--- config.mk ---
export PLATFORM = sky130hd
export DESIGN_NAME = ram_burst_master_flat
export DESIGN_NICKNAME = d
export VERILOG_FILES = /design/src/rtl/ram_burst_master_if.sv /design/src/rtl/ram_burst_master.sv /design/src/flat_wrapper.sv
export SDC_FILE = /design/constraint.sdc
export NUM_CORES = 1
export LEC_CHECK = 0
export CORE_ASPECT_RATIO = 0.7
export CORE_MARGIN = 2
export CORE_UTILIZATION = 52
export DETAILED_ROUTE_END_ITERATION = 8
export PLACE_DENSITY = 0.91
export SLEW_MARGIN = 10
export SYNTH_ARGS = -nofsm -noshare
export SYNTH_HDL_FRONTEND = slang
export SYNTH_SLANG_ARGS = --single-unit
--- constraint.sdc ---
create_clock -name clk -period 3.3 [get_ports clk]
set_clock_uncertainty 0.1 [all_clocks]
set_input_delay 0.66 -clock clk [delete_from_list [all_inputs] [get_ports clk]]
set_output_delay 0.66 -clock clk [all_outputs]
set_load 0.03 [all_outputs]
--- src/rtl/ram_burst_master_if.sv ---
// Command, write-beat, read-beat and RAM-side signals of the burst master.
interface ram_burst_master_if;
   logic       start;
   logic       op;
   logic [3:0] base;
   logic [3:0] len;
   logic [3:0] wdata;
   logic       wvalid;
   logic       wready;
   logic [3:0] rdata;
   logic       rvalid;
   logic       busy;
   logic       done;
   logic [3:0] ram_addr;
   logic       ram_read;
   logic       ram_write;
   logic [3:0] ram_datain;
   logic [3:0] ram_dataout;

   modport master (
      input  start, op, base, len, wdata, wvalid, ram_dataout,
      output wready, rdata, rvalid, busy, done,
      output ram_addr, ram_read, ram_write, ram_datain
   );

   modport slave (
      output start, op, base, len, wdata, wvalid, ram_dataout,
      input  wready, rdata, rvalid, busy, done,
      input  ram_addr, ram_read, ram_write, ram_datain
   );
endinterface

--- src/rtl/ram_burst_master.sv ---
// Burst read/write master for a 16x4 synchronous RAM.
// All outputs are registered; reads return two cycles after issue.
module ram_burst_master (
   input  logic                clk,
   input  logic                rst,
   ram_burst_master_if.master  bus
);
   typedef enum logic [1:0] {IDLE, WR, RD, RD_DRAIN} state_e;

   state_e     state_q, state_d;
   logic [3:0] addr_q, addr_d;
   logic [3:0] cnt_q, cnt_d;
   logic       wready_q, wready_d;
   logic       ram_write_q, ram_write_d;
   logic       ram_read_q, ram_read_d;
   logic [3:0] ram_addr_q, ram_addr_d;
   logic [3:0] datain_q, datain_d;
   logic       busy_q, busy_d;
   logic       done_q, done_d;
   logic       rvalid_q, rvalid_d;
   logic [3:0] rdata_q, rdata_d;
   logic       rd_pend_q, rd_pend_d;

   always_ff @(posedge clk or posedge rst) begin
      if (rst) state_q <= IDLE;
      else     state_q <= state_d;
   end

   always_comb begin
      state_d = state_q;
      unique case (state_q)
         IDLE:     if (bus.start) state_d = bus.op ? WR : RD;
         WR:       if (!wready_q) state_d = IDLE;
         RD:       if (cnt_q == 4'd0) state_d = RD_DRAIN;
         RD_DRAIN: state_d = IDLE;
         default:  state_d = IDLE;
      endcase
   end

   always_comb begin
      addr_d      = addr_q;
      cnt_d       = cnt_q;
      wready_d    = 1'b0;
      ram_write_d = 1'b0;
      ram_read_d  = 1'b0;
      ram_addr_d  = ram_addr_q;
      datain_d    = datain_q;
      busy_d      = busy_q;
      done_d      = 1'b0;
      // RAM data lags ram_read by one cycle; capture it then
      rd_pend_d   = ram_read_q;
      rvalid_d    = rd_pend_q;
      rdata_d     = rd_pend_q ? bus.ram_dataout : rdata_q;
      unique case (state_q)
         IDLE: begin
            if (bus.start) begin
               addr_d = bus.base;
               cnt_d  = bus.len;
               busy_d = 1'b1;
               if (bus.op) begin
                  wready_d = 1'b1;
               end else begin
                  ram_read_d = 1'b1;
                  ram_addr_d = bus.base;
                  addr_d     = bus.base + 4'd1;
               end
            end
         end
         WR: begin
            if (wready_q) begin
               wready_d = 1'b1;
               if (bus.wvalid) begin
                  ram_write_d = 1'b1;
                  ram_addr_d  = addr_q;
                  datain_d    = bus.wdata;
                  addr_d      = addr_q + 4'd1;
                  cnt_d       = cnt_q - 4'd1;
                  if (cnt_q == 4'd0) wready_d = 1'b0;
               end
            end else begin
               done_d = 1'b1;
               busy_d = 1'b0;
            end
         end
         RD: begin
            if (cnt_q != 4'd0) begin
               ram_read_d = 1'b1;
               ram_addr_d = addr_q;
               addr_d     = addr_q + 4'd1;
               cnt_d      = cnt_q - 4'd1;
            end
         end
         RD_DRAIN: begin
            done_d = 1'b1;
            busy_d = 1'b0;
         end
         default: ;
      endcase
   end

   always_ff @(posedge clk or posedge rst) begin
      if (rst) begin
         addr_q      <= 4'd0;
         cnt_q       <= 4'd0;
         wready_q    <= 1'b0;
         ram_write_q <= 1'b0;
         ram_read_q  <= 1'b0;
         ram_addr_q  <= 4'd0;
         datain_q    <= 4'd0;
         busy_q      <= 1'b0;
         done_q      <= 1'b0;
         rvalid_q    <= 1'b0;
         rdata_q     <= 4'd0;
         rd_pend_q   <= 1'b0;
      end else begin
         addr_q      <= addr_d;
         cnt_q       <= cnt_d;
         wready_q    <= wready_d;
         ram_write_q <= ram_write_d;
         ram_read_q  <= ram_read_d;
         ram_addr_q  <= ram_addr_d;
         datain_q    <= datain_d;
         busy_q      <= busy_d;
         done_q      <= done_d;
         rvalid_q    <= rvalid_d;
         rdata_q     <= rdata_d;
         rd_pend_q   <= rd_pend_d;
      end
   end

   assign bus.wready     = wready_q;
   assign bus.ram_write  = ram_write_q;
   assign bus.ram_read   = ram_read_q;
   assign bus.ram_addr   = ram_addr_q;
   assign bus.ram_datain = datain_q;
   assign bus.busy       = busy_q;
   assign bus.done       = done_q;
   assign bus.rvalid     = rvalid_q;
   assign bus.rdata      = rdata_q;
endmodule
--- src/flat_wrapper.sv ---
// flat-port wrapper written by rule: the top's interface ports become plain ports
module ram_burst_master_flat 
  (clk, rst, bus_start, bus_op, bus_base, bus_len, bus_wdata, bus_wvalid, bus_ram_dataout, bus_wready, bus_rdata, bus_rvalid, bus_busy, bus_done, bus_ram_addr, bus_ram_read, bus_ram_write, bus_ram_datain);
  ram_burst_master_if bus_i ();
  input  logic clk;
  input  logic rst;
  input wire logic [$bits(bus_i.start)-1:0] bus_start;
  input wire logic [$bits(bus_i.op)-1:0] bus_op;
  input wire logic [$bits(bus_i.base)-1:0] bus_base;
  input wire logic [$bits(bus_i.len)-1:0] bus_len;
  input wire logic [$bits(bus_i.wdata)-1:0] bus_wdata;
  input wire logic [$bits(bus_i.wvalid)-1:0] bus_wvalid;
  input wire logic [$bits(bus_i.ram_dataout)-1:0] bus_ram_dataout;
  output wire logic [$bits(bus_i.wready)-1:0] bus_wready;
  output wire logic [$bits(bus_i.rdata)-1:0] bus_rdata;
  output wire logic [$bits(bus_i.rvalid)-1:0] bus_rvalid;
  output wire logic [$bits(bus_i.busy)-1:0] bus_busy;
  output wire logic [$bits(bus_i.done)-1:0] bus_done;
  output wire logic [$bits(bus_i.ram_addr)-1:0] bus_ram_addr;
  output wire logic [$bits(bus_i.ram_read)-1:0] bus_ram_read;
  output wire logic [$bits(bus_i.ram_write)-1:0] bus_ram_write;
  output wire logic [$bits(bus_i.ram_datain)-1:0] bus_ram_datain;
  assign bus_i.start = bus_start;
  assign bus_i.op = bus_op;
  assign bus_i.base = bus_base;
  assign bus_i.len = bus_len;
  assign bus_i.wdata = bus_wdata;
  assign bus_i.wvalid = bus_wvalid;
  assign bus_i.ram_dataout = bus_ram_dataout;
  assign bus_wready = bus_i.wready;
  assign bus_rdata = bus_i.rdata;
  assign bus_rvalid = bus_i.rvalid;
  assign bus_busy = bus_i.busy;
  assign bus_done = bus_i.done;
  assign bus_ram_addr = bus_i.ram_addr;
  assign bus_ram_read = bus_i.ram_read;
  assign bus_ram_write = bus_i.ram_write;
  assign bus_ram_datain = bus_i.ram_datain;
  ram_burst_master u_core (.clk(clk), .rst(rst), .bus(bus_i));
endmodule
### Word-level counts from Yosys, hierarchy flattened

Index checks and enable logic that the tools add are counted.

| storage, ports and cells | value |
|---|---|
| output and inout bits | 18 |
| input port bits | 21 |
| bits in registers | 29 |

| operators by class | value |
|---|---|
| add/subtract/negate cells | 3 |
| multiplexer cells | 40 |
| reductions and logical operators | 10 |
| eq/ne operators | 10 |

Operators with widths:

| kind | number |
|---|---|
| 4-bit 2-to-1 mux | 14 |
| 4-bit case mux with 3 select lines | 3 |
| 1-bit 2-to-1 mux | 14 |
| 3-bit AND reduction | 3 |
| 4-bit by 1-bit adder with 4-bit output, second input constant | 2 |
| 2-bit 2-to-1 mux | 4 |
| 2-bit inequality test, second input constant | 4 |
| 2-bit case mux with 4 select lines | 1 |
| 2-bit by 1-bit inequality test with 1-bit output, second input constant | 3 |
| 1-bit case mux with 2 select lines | 3 |
| 6-bit AND reduction | 1 |
| 3-bit nonzero test | 2 |
| 5-bit AND reduction | 1 |
| 2-bit equality test, second input constant | 2 |
| 4-bit logical NOT | 1 |
| 4-bit nonzero test | 1 |
| 4-bit by 1-bit subtractor with 4-bit output, second input constant | 1 |
| 1-bit case mux with 3 select lines | 1 |
| 2-bit by 1-bit equality test with 1-bit output, second input constant | 1 |
| 2-bit logical NOT | 1 |

### Depth between registers and ports, before layout

| logic depth | value |
|---|---|
| depth in word-level cells | 5 |
| mapped depth | 8 |

### Worst setup path before layout

OpenSTA, ideal clock, no wires.

| timing | value |
|---|---|
| path kind | register to register |
| start point | register u_core.state_q[1] |
| end point | register u_core.cnt_q[2] |
| required time | 3071 ps |
| data arrival time | 1489 ps |
| clock period less this slack | 1718 ps |
| slack | 1582 ps |
| path buffers | 0 |
| cell stages (with the launch flop) | 7 |
| path through | dfrtp_1 > inv_1 > ha_1 > a21boi_0 > or4_1 > o21ai_0 > a211oi_1 |

| between the ends | value |
|---|---|
| longest elaborated chain between the ends | 3 |

Ends and longest elaborated chain:

| element | line | RTL |
|---|---|---|
| from (decl) | ram_burst_master.sv:10 | `state_e state_q, state_d;` |
| from (signal assigned) | ram_burst_master.sv:26 | `else state_q <= state_d;` |
| 2-bit equality test (tied with other cells) | ram_burst_master.sv:54 | `unique case (state_q)` |
| 2-bit by 1-bit inequality test with 1-bit output (no source line) (tied with other cells) | n/a |  |
| 5-bit AND reduction (no source line) | n/a |  |
| to (signal assigned) | ram_burst_master.sv:117 | `cnt_q <= cnt_d;` |
| to (decl) | ram_burst_master.sv:12 | `logic [3:0] cnt_q, cnt_d;` |

Several ways; a longest one is shown, not always the timed one.
A chain may end at the register's enable or synchronous reset.

### Worst setup path after layout

| timing | value |
|---|---|
| start point | register u_core.wready_q, in the netlist u_core.bus.wready |
| end point | output port bus_wready |

RTL lines:

| element | line | RTL |
|---|---|---|
| from (decl) | ram_burst_master.sv:13 | `logic wready_q, wready_d;` |
| from (signal assigned) | ram_burst_master.sv:118 | `wready_q <= wready_d;` |
| to (decl) | flat_wrapper.sv:14 | `output wire logic [$bits(bus_i.wready)-1:0] bus_wready;` |

No word-level cell between the ends.

==> flow_metrics.env <==
export IMPL_critPathBufInv=1
export IMPL_grt_antenna_before_repair=0
export IMPL_commonest_cells_in_the_netlist="29 x sky130_fd_sc_hd__dfrtp_1, 12 x sky130_fd_sc_hd__nand2_1, 10 x sky130_fd_sc_hd__mux2_2, 10 x sky130_fd_sc_hd__o21ai_0, 9 x sky130_fd_sc_hd__inv_1"
export IMPL_cts_setup_buffers=0
export IMPL_power_share_switching_pct=41.5
export IMPL_internal_power_mw=1.30
export IMPL_worst_skew_pair_late_latency_ps=280
export IMPL_synth_xor_area_share_pct=1.71
export IMPL_worst_slew_margin_rel_pct=55.3
export IMPL_final_core_util_pct=72.9
export IMPL_path_class="flip-flop to primary output"
export IMPL_clk_pin_slew_worst_paths_ps=60
export IMPL_layout_min_cycle_time_ps=2160
export IMPL_io_pins=39
export IMPL_yosys_area_share_adder_pct=6.51
export IMPL_syn_warnings=0
export IMPL_floorplan_die_height_um=49.5
export IMPL_report_final_slew_viol_count=0
export IMPL_power_ir_vdd_worst_v=0.000460
export IMPL_combinational_power_share_pct=53.2
export IMPL_dominantRegCellSynth="sky130_fd_sc_hd__dfrtp_1"
export IMPL_worstSetupEndpoint="bus_wready"
export IMPL_setup_total_negative_slack_ps=0
export IMPL_worst_ep_arrival_time_ps=1400
export IMPL_dr_pass1_iters=7
export IMPL_min_delay_start="u_core.bus.ram_read"
export IMPL_drive_gt1_share_pct=13.5
export IMPL_rr_worst_depth=6
export IMPL_globalRoute_totalOverflow=0
export IMPL_layout_area_overhead_vs_synth_pct=32.9
export IMPL_timing_critical_path_required_ps=2540
export IMPL_final_period_utilization_pct=65.6
export IMPL_r2r_end="u_core.cnt_q[2]"
export IMPL_syn_area_per_cell_um2=10.8
export IMPL_yosys_cell_types_count=41
export IMPL_crit_fanout=6
export IMPL_fp_dieArea_mm2=0.00341
export IMPL_worstSetupStartpoint="u_core.bus.wready"
export IMPL_combinational_family_with_the_most_area_after_synthesis="compound AO/OA/AOI/OAI gates"
export IMPL_worst_path_largest_cell_delay_ps=700
export IMPL_multiInputGateArea_um2=734
export IMPL_fillCellCount=190
export IMPL_crit_path_end_kind="primary output"
export IMPL_holdBufCountCts=0
export IMPL_nNetsFinal=213
export IMPL_cts_repair_resize_count=0
export IMPL_yosys_register_bits=29
export IMPL_crit_slowest_cell="sky130_fd_sc_hd__clkdlybuf4s50_1"
export IMPL_cap_viol_max_count=0
export IMPL_postRouteWirelength_mm=3.15
export IMPL_synth_nets=172
export IMPL_register_area_um2=726
export IMPL_hold_viol_final=0
export IMPL_rrSetupSlack_ps=1360
export IMPL_library_cell_with_the_highest_instance_count_after_synthesis="sky130_fd_sc_hd__dfrtp_1"
export IMPL_p_seq_share_pct=29.8
export IMPL_p_leak_nw=0.892
export IMPL_max_freq_mhz=462
export IMPL_route_detailed_wl_per_inst_um=14.3
export IMPL_grt_first_pass_wirelength_mm=5.26
export IMPL_global_route_usage_total_pct=21.0
export IMPL_worst_hold_path_type="flip-flop to flip-flop"
export IMPL_tightestPinTransition_ps=671
export IMPL_clock_sinks=29
export IMPL_rows=16
export IMPL_dr_first_iter_drc_count=77
export IMPL_drt_vias_per_instance=5.57
export IMPL_synth_area_leader_cell="sky130_fd_sc_hd__dfrtp_1"
export IMPL_synthSimpleGateAreaFrac_pct=14.6
export IMPL_grt_pass1_vias=1219
export IMPL_unrepaired_setup_endpoints_after_global_routing="no"
export IMPL_antenna_diode_count=0
export IMPL_number_of_levels_the_h_tree_was_split_into=2
export IMPL_floorplan_die_width_um=69.0
export IMPL_number_of_flops_mapped_to_enable_cells_by_yosys=0
export IMPL_synth_cells=143
export IMPL_asr_flop_ratio_synth_pct=100
export IMPL_cts_tree="yes"
export IMPL_largest_net_degree_at_the_start_of_global_routing=30
export IMPL_power_switching_mw=0.923
export IMPL_cts_root_to_sink_buffers=2
export IMPL_worstSetupPathDepth=1
export IMPL_initial_utilization_pct=54.9
export IMPL_number_of_buffers_created_by_cts=5
export IMPL_core_area_mm2=0.00280
export IMPL_finalSetupViolations=0
export IMPL_critical_path_top_delay_family="buffers and inverters"
export IMPL_seq_area_frac_synth_pct=47.2
export IMPL_clockRootBuffer="sky130_fd_sc_hd__clkbuf_8"
export IMPL_final_antenna_net_count=0
export IMPL_power_share_clock_pct=17.0
export IMPL_globalplace_congestion=0.835
export IMPL_port_buffers=38
export IMPL_yosys_mux_area_fraction_pct=9.93
export IMPL_status="completed"
export IMPL_yosys_area_top_type_share_pct=47.2
export IMPL_timing_rr_start="u_core.state_q[0]"
export IMPL_synth_compound_area_share_pct=15.0
export IMPL_worst_setup_path_start_kind="flip-flop"
export IMPL_syn_cell_area_mm2=0.00154
export IMPL_cell_chain_of_the_critical_path="clkdlybuf4s50_1"
export IMPL_post_synth_main_area_contributors="sky130_fd_sc_hd__dfrtp_1 47%, sky130_fd_sc_hd__mux2_2 7.3%, sky130_fd_sc_hd__ha_1 6.5%"
export IMPL_pwr_density_cell_mw_per_mm2=1090
export IMPL_drt_drc_violations_left=0
export IMPL_post_dp_hpwl_mm=2.31
export IMPL_via_count=1231
## logic make-up (layout without fill, tap and decap cells)
kind of cell	after synthesis	in the layout
AOI/OAI and AO/OA	35	35
xor gates and xnor gates	3	3
adders and majority gates	8	8
buffers and inverters	14	56
DFF	29	29
muxes	14	14
and+or+nand+nor	40	40
## cells in the final DEF, fill, tap and decap left out, drive strengths merged, types with 2 or more instances in the layout
master	count
inv	9
o21ai	11
o41ai	2
mux2i	4
nand2	13
nand3b	3
nor3	4
o31ai	2
a31oi	4
a21oi	8
xnor2	2
nor2	3
nor2b	2
nand3	5
clkbuf	7
mux2	10
clkdlybuf4s50	38
ha	8
or4	2
nand2b	4
dfrtp	29
## per-stage QoR
step | hold WS (ps) | cells | power, mW | cell area (µm²) | setup WS, ps
3_3_place_gp | 271 | 213 | 1.79 | 1930 | 1020
3_5_place_dp | 276 | 213 | 1.85 | 1930 | 954
4_1_cts | 289 | 221 | 2.23 | 2040 | 1140
2_1_floorplan | 342 | 143 | 1.53 | 1540 | 1580
6_report | 285 | 221 | 2.22 | 2040 | 1140
5_1_grt | 294 | 221 | 2.39 | 2040 | 1080
## power groups by stage
| stage | logic, mW | registers (mW) | clock network (mW) |
|---|---|---|---|
| 5_1_grt | 1.31 | 0.685 | 0.396 |
| 2_1_floorplan | 0.695 | 0.840 | 0 |
| 3_5_place_dp | 1.18 | 0.668 | 0 |
| 4_1_cts | 1.19 | 0.661 | 0.377 |
| 6_report | 1.18 | 0.662 | 0.378 |
| 3_3_place_gp | 1.14 | 0.653 | 0 |
## how the worst min path moves through the flow
| stage | slack (ps) | depth (start not counted) | to |
|---|---|---|---|
| final | 280 | 0 | u_core.rd_pend_q |
| after global placement | 270 | 0 | u_core.rd_pend_q |
| after global routing | 290 | 0 | u_core.rd_pend_q |
| after CTS | 290 | 0 | u_core.rd_pend_q |
| after floorplan | 340 | 0 | u_core.bus.rvalid |
| after detailed placement | 280 | 0 | u_core.rd_pend_q |
## layout make-up
cell class	count	share of cell area (%)
inverters	9	1.65
multi-input cells	100	35.9
clock inverters	1	1.47
clock buffers	7	4.23
well taps	36	2.20
flip-flops and latches	29	35.5
repair buffers	39	19.0
## flip-flops by register name, indices dropped and copies added, names as in the netlist
signal                 flops
u_core.bus.rvalid          1
u_core.cnt_q               4
u_core.bus.ram_write       1
u_core.state_q             2
u_core.bus.busy            1
u_core.bus.ram_datain      4
u_core.bus.ram_read        1
u_core.addr_q              4
u_core.bus.wready          1
u_core.rd_pend_q           1
u_core.bus.done            1
u_core.bus.rdata           4
u_core.bus.ram_addr        4
## routing by layer
layer	vias to the layer above	GRT usage [%]	part of all wire, %	wire length (µm)
met1	578	25.2	43	1360
met4	0	12.4	2.6	82
met3	11	6.16	7.1	223
met5	-	0	0	0
met2	44	33.0	47	1480
li1	598	-	-	-
Power figures use the tool's default switching activity.
==> RTL edit, RTL diff (same flow settings) <==
Encoding of `state_e`: now one-hot (4 bits for 4 states).
--- a/src/rtl/ram_burst_master.sv
+++ b/src/rtl/ram_burst_master.sv
@@ -5,7 +5,7 @@
    input  logic                rst,
    ram_burst_master_if.master  bus
 );
-   typedef enum logic [1:0] {IDLE, WR, RD, RD_DRAIN} state_e;
+   typedef enum logic [3:0] {IDLE = 4'b0001, WR = 4'b0010, RD = 4'b0100, RD_DRAIN = 4'b1000} state_e;
 
    state_e     state_q, state_d;
    logic [3:0] addr_q, addr_d;
Check against the original RTL: no difference found for any inputs over 10 cycles, from zero or initial values and one cycle with rst high; not proved beyond that.
==> RTL edit against the original RTL <==
Die area rose by 7.5%; design area rose by 6.4%; hold slack improved by 0.58 ps; first-iteration DRC count fell by 48%; worst setup slack got worse by 160 ps; register-to-register slack got worse by 170 ps; wire length rose by 15%; sequential share of layout area rose by 0.21 points; area after synthesis rose by 8.1%; power fell by 11%; combinational power fell by 24%; sequential cell count rose by 2; critical path type is now in -> reg; clock power barely moved.
==> RTL edit: results (changes against the original RTL) <==
| Metric | Value |
|---|---|
| Outcome | `finished, final reports clean` |
| Multi-In Gates | `94 (-6.0%)` |
| Post-synthesis sequential area ratio | `46.8% (-0.43 points)` |
| Gate count after technology mapping | `138 (-3.5%)` |
| First-pass GRT wire length | `5.86 mm (+11%)` |
| Signal buffers | `40 (+2.6%)` |
| CTS Sinks | `31 (+6.9%)` |
| Largest net degree at the start of global routing | `20 (-33%)` |
| Buffer share of cell area | `18.2% (-0.80 points)` |
| # clk buffers | `6 (-1)` |
| Global Route Usage Sum | `21.1% (+0.046 points)` |
| R2r endpoint | `u_core.bus.ram_addr[0]` |
| Multi-input combinational area share | `37.3% (+1.3 points)` |
| Static Leakage | `0.000937 uW (+5.1%)` |
| Layout net count | `203 (-4.7%)` |
| Fillcell total | `211 (+11%)` |
| ClkCell Share | `5.41% (-0.29 points)` |
| Via density | `5.72 (+2.8%)` |
| Top cells by area, synth | `dfrtp_1 (45%), mux2_2 (8.1%), mux2i_1 (4.2%)` |
| Net Count, Synth | `162 (-5.8%)` |
| WL met3 | `260 um (+17%)` |
| Routed WL | `3.61 mm (+15%)` |
| Yosys cell types | `44 (+7.3%)` |
| Inverters excl. clock | `7 (-2)` |
| Worst r2r src | `u_core.cnt_q[0]` |
| Routed met2 length | `1.69 mm (+14%)` |
| Worst Path Arrival | `2400 ps (+1000 ps)` |
| Commonest cells in the netlist | `dfrtp_1 (30), mux2_2 (12), mux2i_1 (7), nand2_1 (7)` |
| Dpl cells | `210 (-1.4%)` |
| Routability congestion estimate from global placement | `0.873 (+4.6%)` |
| DRC violation total after the first TritonRoute iteration | `40 (-48%)` |
| Max transition margin | `51.0% (-4.3 points)` |
| Met1 wire length | `1.65 mm (+21%)` |
| CTS clock-pin slew for the worst setup and hold paths | `60 ps (about the same)` |
| Fraction of layout cells with a size suffix above 1 | `20.6% (+7.0 points)` |
| Detail Placement HPWL | `2.72 mm (+18%)` |
| Hold/Removal Path Class | `reg -> reg` |
| Worst Hold Launch | `u_core.bus.ram_read` |
| First drt pass iteration count | `4 (-3)` |
| Vias in the first global route | `1205 (-1.1%)` |
| Final std cells w/o fill | `218 (-1.4%)` |
| Worst R2R Setup Slack | `1190 ps (-170 ps)` |
| Register area | `777 sq um (+7.1%)` |
| Max FO, Critical Path | `10 (+4)` |
-- RTL edit: worst max path at each step --
stage / start / slack, ps / end / cells past startpoint
after floorplan: u_core.state_q[0] / 1430 / u_core.bus.ram_addr[0] / 6
after global placement: bus_start / 790 / u_core.bus.ram_addr[3] / 5
after detailed placement: bus_start / 730 / u_core.addr_q[0] / 5
after CTS: bus_start / 1020 / u_core.addr_q[0] / 5
after global routing: bus_start / 880 / u_core.addr_q[0] / 5
final: bus_start / 980 / u_core.addr_q[0] / 5
-- RTL edit: critical path, stage by stage --
cell and delay (ps):
clkdlybuf4s50_1 510, and4bb_1 210, o31a_1 460, nand2_1 270, o31ai_1 290
-- RTL edit: power by group --
group          internal, uW  total, uW  switching (uW)
clock network           244        379             135
logic                   424        898             474
registers               533        691             158
-- RTL edit: metal layers --
| layer | global-route usage, % | up-vias |
|---|---|---|
| met4 | 4.72 | 0 |
| met5 | 0 | - |
| met2 | 34.3 | 45 |
| li1 | - | 588 |
| met1 | 28.3 | 612 |
| met3 | 5.72 | 3 |
-- RTL edit: kinds of logic (layout without fill, tap and decap cells) --
family	Yosys count	after routing	share of synthesized area (%)
AOI/OAI and AO/OA	25	25	10.8
xor gates and xnor gates	4	4	3.24
adders and majority gates	3	3	2.26
buffers and inverters	13	55	4.44
DFF	31	31	46.8
muxes	23	23	16.0
and+or+nand+nor	39	39	16.5
-- RTL edit: per-stage QoR --
stage	area, sq um	setup slack, ps	hold slack (ps)	utilization [%]	total power (uW)
after floorplan	1660	1430	342	-	1310
after global placement	2060	791	256	66.2	1550
after detailed placement	2060	728	270	66.2	1590
after CTS	2170	1020	287	70.0	1980
after global routing	2170	883	301	70.0	2080
final	2170	980	285	70.0	1970
